`config.mk`:
```
export PLATFORM = sky130hd
export DESIGN_NAME = input_conditioner
export DESIGN_NICKNAME = d
export VERILOG_FILES = /design/src/rtl/input_conditioner.sv
export SDC_FILE = /design/constraint.sdc
export NUM_CORES = 1
export LEC_CHECK = 0
export ABC_AREA = 0
export BUFFER_PORTS_ARGS = -buffer_cell sky130_fd_sc_hd__buf_2
export CELL_PAD_IN_SITES_DETAIL_PLACEMENT = 0
export CELL_PAD_IN_SITES_GLOBAL_PLACEMENT = 1
export CORE_MARGIN = 3
export CORE_UTILIZATION = 47
export DETAILED_ROUTE_END_ITERATION = 10
export PLACE_DENSITY_LB_ADDON = 0.15
export SLEW_MARGIN = 5
export SYNTH_ARGS = -nofsm -noshare
export SYNTH_HDL_FRONTEND = slang
export SYNTH_SLANG_ARGS = --single-unit
```
`constraint.sdc`:
```
create_clock -name clk -period 2.4 [get_ports clk]
set_input_delay 0.24 -clock clk [delete_from_list [all_inputs] [get_ports clk]]
set_output_delay 0.24 -clock clk [all_outputs]
set_load 0.005 [all_outputs]
```
`src/rtl/input_conditioner.sv`:
```
// Per-bit synchronizer, debouncer and rise/fall edge detector for raw tile pins.
// Each bit is conditioned independently; all state is reset synchronously.
module input_conditioner #(
  parameter int unsigned WIDTH           = 8,
  parameter int unsigned SYNC_STAGES     = 2,
  parameter int unsigned DEBOUNCE_CYCLES = 4
) (
  input  logic             clk,
  input  logic             rst,
  input  logic             en,
  input  logic [WIDTH-1:0] din,
  output logic [WIDTH-1:0] dout,
  output logic [WIDTH-1:0] rise,
  output logic [WIDTH-1:0] fall,
  output logic             changed
);

  localparam int unsigned CntW = $clog2(DEBOUNCE_CYCLES) + 1;
  localparam logic [CntW-1:0] CntLast = CntW'(DEBOUNCE_CYCLES - 1);

  logic [WIDTH-1:0] sync_q [SYNC_STAGES];
  logic [WIDTH-1:0] s;
  logic [CntW-1:0]  cnt_q  [WIDTH];
  logic [CntW-1:0]  cnt_d  [WIDTH];
  logic [WIDTH-1:0] dout_d;
  logic [WIDTH-1:0] rise_d;
  logic [WIDTH-1:0] fall_d;

  assign s = sync_q[SYNC_STAGES-1];

  // A level is accepted only after DEBOUNCE_CYCLES consecutive enabled mismatches;
  // any cycle where s agrees with dout discards the partial count.
  always_comb begin
    dout_d = dout;
    rise_d = '0;
    fall_d = '0;
    for (int i = 0; i < WIDTH; i++) begin
      cnt_d[i] = cnt_q[i];
      if (s[i] == dout[i]) begin
        cnt_d[i] = '0;
      end else if (en) begin
        if (cnt_q[i] == CntLast) begin
          cnt_d[i]  = '0;
          dout_d[i] = s[i];
          rise_d[i] = s[i];
          fall_d[i] = ~s[i];
        end else begin
          cnt_d[i] = cnt_q[i] + CntW'(1);
        end
      end
    end
  end

  always_ff @(posedge clk) begin
    if (rst) begin
      for (int k = 0; k < SYNC_STAGES; k++) begin
        sync_q[k] <= '0;
      end
      for (int i = 0; i < WIDTH; i++) begin
        cnt_q[i] <= '0;
      end
      dout    <= '0;
      rise    <= '0;
      fall    <= '0;
      changed <= 1'b0;
    end else begin
      sync_q[0] <= din;
      for (int k = 1; k < SYNC_STAGES; k++) begin
        sync_q[k] <= sync_q[k-1];
      end
      cnt_q   <= cnt_d;
      dout    <= dout_d;
      rise    <= rise_d;
      fall    <= fall_d;
      changed <= |(rise_d | fall_d);
    end
  end

endmodule

```
==> flow_summary.json, run 1 <==
{
  "vias": 1747,
  "rsz0062_at_grt": "false",
  "yosysSeqAreaShare": 0.520,
  "slowest_stage": "dfxtp_1",
  "cts_hold_buf": 0,
  "vdd.ir_drop.worst_v": 0.000406,
  "required_ns": 2.65,
  "critPathKind": "reg -> reg",
  "htreeDepth": 3,
  "setup_violations": 0,
  "hold_violations": 0,
  "ant_nets": 0,
  "grt_pass1_vias": 1658,
  "viasPerCell": 4.96,
  "place_inst": 336,
  "hold_path_class": "in -> reg",
  "fin_util": 0.592,
  "yosysMostFrequentCell": "dfxtp_1",
  "die_h_um": 79.0,
  "worstSetupStartpointType": "flip-flop",
  "crit_fanout": 3,
  "tns_ns": 0,
  "ctsResizeCount": 0,
  "netlist.area_leader.share": 0.520,
  "min_period_ns": 1.28,
  "crit_path_end_kind": "flip-flop",
  "area_growth_syn_to_layout_pct": 16.8,
  "worstPathArrival_ns": 1.54,
  "cpPeakStageDelay_ns": 0.35,
  "synthArstFlopShare": 0,
  "preCtsSetupSlack_ns": 0.947,
  "stdcell_count": 352,
  "period_share": 0.535,
  "drv_slew": 0,
  "max_freq_mhz": 779,
  "cts_buffer_depth": 2,
  "worst_slack_ns": 1.12,
  "drt-wirelength-per-cell_um": 12.1,
  "grt_pass1_wl_um": 7520,
  "power_density_nw_per_um2": 696,
  "syn_inst": 241,
  "drive_gt1_frac": 0.196,
  "synth-main-ff-cell": "dfxtp_1",
  "finalClockSkew_ns": 0.00706,
  "cts-buffers-inserted": 9,
  "core_um2": 4940,
  "cts_sinks": 65,
  "cts_tree": "done",
  "clock_latency_ns": 0.33,
  "yosys.area.top_type": "dfxtp_1",
  "syn_area_um2": 2500,
  "grt_antenna_before_repair": 0,
  "critPathTopFamily": "compound AO/OA/AOI/OAI gates",
  "firstDrtPassIters": 4,
  "track_usage": 0.155,
  "io_buffers": 35,
  "power.leakage_nw": 1.26,
  "synth_common_cells": "dfxtp_1 (65), nor2b_1 (35), nor4b_1 (16), nor2_1 (15)",
  "worst-path-buf-inv": 0,
  "n_antenna_cell": 0,
  "cap_viol_max_count": 0,
  "grt_max_degree": 37,
  "synth_nets": 260,
  "grt-ovfl-total": 0,
  "drc_errors": 0,
  "routabilityCongestion": 0.694,
  "nets": 299,
  "syn_area_per_cell_um2": 10.4,
  "dr.first_iter.drc_count": 56,
  "synth_edf_count": 0,
  "synthTopCellsByArea": "dfxtp_1 (52%), nor2b_1 (8.8%), nor4b_1 (5.6%)",
  "die-area_um2": 6240,
  "yosysWarnings": 0,
  "status": "completed",
  "row_count": 25,
  "drt-total-wl_um": 4240,
  "die_x_um": 79.0,
  "yosysUniqueCellTypes": 34,
  "clk_pin_slew_ns": 0.07,
  "tightestPinTransition_ns": 0.606,
  "crit_path_cell_trace": "ha_1, nor2b_1, a32oi_1, a41oi_1",
  "slew_headroom": 0.596,
  "initial_core_util": 0.506,
  "clock-root-buffer": "clkbuf_8",
  "ys_ff_latch": 65,
  "io_pins": 36,
  "postCtsSetupRepairBufs": 0,
  "hold_slack_ns": 0.117,
  "hpwlAfterDp_um": 2940
}
==> through the flow <==
step	instance area, µm²	power, mW
4_1_cts	2920	2.06
5_1_grt	2920	2.12
3_5_place_dp	2730	1.20
2_1_floorplan	2500	1.18
6_report	2920	2.03
3_3_place_gp	2730	1.20
==> final cells by class <==
cell class	count	area (µm²)
Fill cell	453	2020
Sequential cell	65	1300
Multi-Input combinational cell	160	1130
Timing Repair Buffer	38	198
Clock buffer	14	183
Tap cell	67	83.8
Inverter	6	22.5
Clock inverter	2	10.0
==> sequential cells by signal, summed over array words and instances, names as in the netlist <==
register  count
changed       1
cnt_q        24
dout          8
fall          8
rise          8
sync_q       16
==> cells in the final DEF (no fill, tap or decap), types with 4 or more instances in the layout <==
cell	Yosys	routed
a21oi_1	6	6
and3_1	4	4
and3b_1	4	4
buf_2	2	35
clkbuf_8	0	13
dfxtp_1	65	65
ha_1	8	8
inv_1	6	6
mux2i_1	11	11
nand2_1	7	7
nand2b_1	11	11
nand3_1	4	4
nand3b_1	5	5
nor2_1	15	15
nor2b_1	35	35
nor4b_1	16	16
xor2_1	7	7
==> path summary, 6_finish.rpt <==
check	cells past startpoint	end	slack [ns]	start
worst max-delay path	4	changed	1.12	cnt_q[9]
worst min-delay path	2	sync_q[0][6]	0.12	din[6]
worst max register to register	4	changed	1.12	cnt_q[9]
worst min register to register	1	sync_q[0][9]	0.43	sync_q[0][1]
==> power breakdown <==
group / total [mW] / internal [mW] / switching, mW
Clock: 0.862 / 0.485 / 0.377
Sequential: 1.10 / 1.09 / 0.00931
Combinational: 0.0692 / 0.0316 / 0.0376
Total: 2.03 / 1.61 / 0.424
==> logic make-up after synthesis <==
| logic type | count (synthesis) | share of synthesized area |
|---|---|---|
| AOI/OAI and AO/OA | 21 | 0.0580 |
| adders and majority gates | 8 | 0.0400 |
| buffers and inverters | 16 | 0.0300 |
| DFF | 65 | 0.520 |
| muxes | 11 | 0.0440 |
| xor gates and xnor gates | 8 | 0.0280 |
| and+or+nand+nor | 112 | 0.280 |
==> metal layers <==
layer  wire (µm)  share of wire  vias up  global-route usage
met3         141          0.033       10              0.0374
met5           0              0        -                   0
met1        2090           0.49      809               0.193
li1            -              -      900                   -
met4         114          0.027        0              0.0979
met2        1900           0.45       28               0.241
Power figures use the tool's default switching activity.
==> run 2, diff against run 1 <==
--- a/config.mk
+++ b/config.mk
@@ -10,7 +10,7 @@
 export CELL_PAD_IN_SITES_DETAIL_PLACEMENT = 0
 export CELL_PAD_IN_SITES_GLOBAL_PLACEMENT = 1
 export CORE_MARGIN = 3
-export CORE_UTILIZATION = 47
+export CORE_UTILIZATION = 43
 export DETAILED_ROUTE_END_ITERATION = 10
 export PLACE_DENSITY_LB_ADDON = 0.15
 export SLEW_MARGIN = 5
==> constraint.sdc (replaced) <==
create_clock -name clk -period 1.3 [get_ports clk]
set_input_delay 0.13 -clock clk [delete_from_list [all_inputs] [get_ports clk]]
set_output_delay 0.13 -clock clk [all_outputs]
set_load 0.005 [all_outputs]
==> flow_summary.json, run 2 (synthesis results as in run 1) <==
{
  "hold_violations": 0,
  "pwr-share-seq": 0.528,
  "reg.largest.list": "cnt_q: 24 flops, sync_q: 16 flops",
  "preCtsSetupSlack_ns": 0.0432,
  "worstPathArrival_ns": 1.44,
  "period_share": 0.953,
  "clock_latency_ns": 0.34,
  "stdcell_count": 374,
  "required_ns": 1.50,
  "largest_register_ffs": 24,
  "whs_endpoint": "sync_q[0][7]",
  "initial_core_util": 0.449,
  "crit_fanout": 3,
  "die-area_um2": 6770,
  "viasPerCell": 4.78,
  "status": "completed",
  "slew_headroom": 0.732,
  "place_inst": 352,
  "die_x_um": 82.3,
  "grt-ovfl-total": 0,
  "row_count": 27,
  "cp-startpoint": "cnt_q[21]",
  "reg2reg_from": "cnt_q[21]",
  "grt_pass1_wl_um": 7710,
  "regArea_um2": 1300,
  "grt_max_degree": 23,
  "dr.first_iter.drc_count": 51,
  "core_um2": 5570,
  "tightestPinTransition_ns": 0.403,
  "worstSetupStartpointType": "flip-flop",
  "cts_sinks": 65,
  "cts-buffers-inserted": 9,
  "regMostFlops": "cnt_q",
  "vdd.ir_drop.worst_v": 0.000770,
  "area_growth_syn_to_layout_pct": 24.0,
  "slowest_stage": "dfxtp_1",
  "firstDrtPassIters": 4,
  "hpwlAfterDp_um": 3170,
  "worst_slack_ns": 0.0610,
  "reg2reg_slack_ns": 0.06,
  "share_comb_of_total_power": 0.043,
  "cap_viol_max_count": 0,
  "hold_slack_ns": 0.0142,
  "io_buffers": 35,
  "r2r_end": "changed",
  "io_pins": 36,
  "drv_slew": 0,
  "tns_ns": 0,
  "drc_errors": 0,
  "multi_input_area_um2": 1160,
  "min_period_ns": 1.24,
  "intPower_mw": 3.04,
  "routabilityCongestion": 0.696,
  "p_clk_frac": 0.429,
  "rsz0062_at_grt": "true",
  "min-delay-start": "din[7]",
  "final_common_cell": "dfxtp_1",
  "hold_path_class": "in -> reg",
  "crit_path_cell_trace": "ha_1, and3b_1, a2bb2oi_1, a41oi_1",
  "finalClockSkew_ns": 0.00841,
  "drive_gt1_frac": 0.245,
  "drt-wirelength-per-cell_um": 12.4,
  "nets": 316,
  "power.switching_uw": 813,
  "r2r_cells": 4,
  "grt_antenna_before_repair": 0,
  "power_density_nw_per_um2": 1240,
  "holdPathStages": 2,
  "critPathKind": "reg -> reg",
  "cts_buffer_depth": 2,
  "grt_pass1_vias": 1674,
  "cpPeakStageDelay_ns": 0.33,
  "swShare": 0.211,
  "power.leakage_nw": 1.35,
  "track_usage": 0.154,
  "cts_tree": "done",
  "setup_violations": 0,
  "drt-total-wl_um": 4650,
  "crit_path_end_kind": "flip-flop",
  "final_cell_mix": "dfxtp_1 (64), buf_2 (35), nor2b_1 (32), nor2_1 (15)",
  "htreeDepth": 3,
  "vias": 1787,
  "clock-root-buffer": "clkbuf_8",
  "max_freq_mhz": 807,
  "ant_nets": 0,
  "clk_pin_slew_ns": 0.07,
  "die_h_um": 82.3,
  "fillers": 519,
  "n_antenna_cell": 0,
  "fin_util": 0.557
}
-- run 2: final cells by class --
cell class | count | share of cell area
inverter | 6 | 0.00726
timing repair buffer | 55 | 0.110
clock buffer | 13 | 0.0480
sequential | 65 | 0.420
tap | 72 | 0.0290
clock inverter | 3 | 0.0129
multi-input combinational | 160 | 0.373
-- run 2: repair_timing --
item,CTS,global route
hold buffers,6,0
resized for setup,0,9
hold endpoints to repair,6,0
endpoints found under the setup margin,0,3
setup buffers,0,0
-- run 2: worst max-delay path: cells and delay by family (launching register included) --
kind,cells,cell delay (ns)
AOI/OAI and AO/OA,2,0.34
DFF,1,0.33
and+or+nand+nor,1,0.20
adders and majority gates,1,0.23
-- run 2: worst max path at each step --
stage,end,slack [ns],cells after the start
floorplan,changed,0.20,4
global placement,fall[2],0.06,4
detailed placement,rise[4],0.04,4
CTS,changed,0.05,4
global route,changed,-0.01,4
finish,changed,0.06,4
-- run 2: layer usage --
layer	global-route usage	vias to the layer above	wire length, µm
li1	-	936	-
met1	0.198	816	2360
met2	0.221	27	2000
met3	0.0499	8	183
met4	0.0947	0	99
met5	0	-	0
-- run 2: power by group through the flow --
| stage | clock network [mW] | registers (mW) | logic [mW] |
|---|---|---|---|
| after detailed placement | 0 | 2.08 | 0.150 |
| after global routing | 1.79 | 2.04 | 0.183 |
| after floorplan | 0 | 2.08 | 0.0996 |
| after CTS | 1.71 | 2.03 | 0.164 |
| final | 1.65 | 2.04 | 0.165 |
| after global placement | 0 | 2.08 | 0.148 |
-- run 2: per-stage QoR --
| stage | cell area (µm²) | total power [mW] |
|---|---|---|
| final | 3100 | 3.85 |
| after global routing | 3100 | 4.01 |
| after CTS | 3070 | 3.91 |
| after detailed placement | 2820 | 2.23 |
| after global placement | 2820 | 2.23 |
| after floorplan | 2500 | 2.18 |
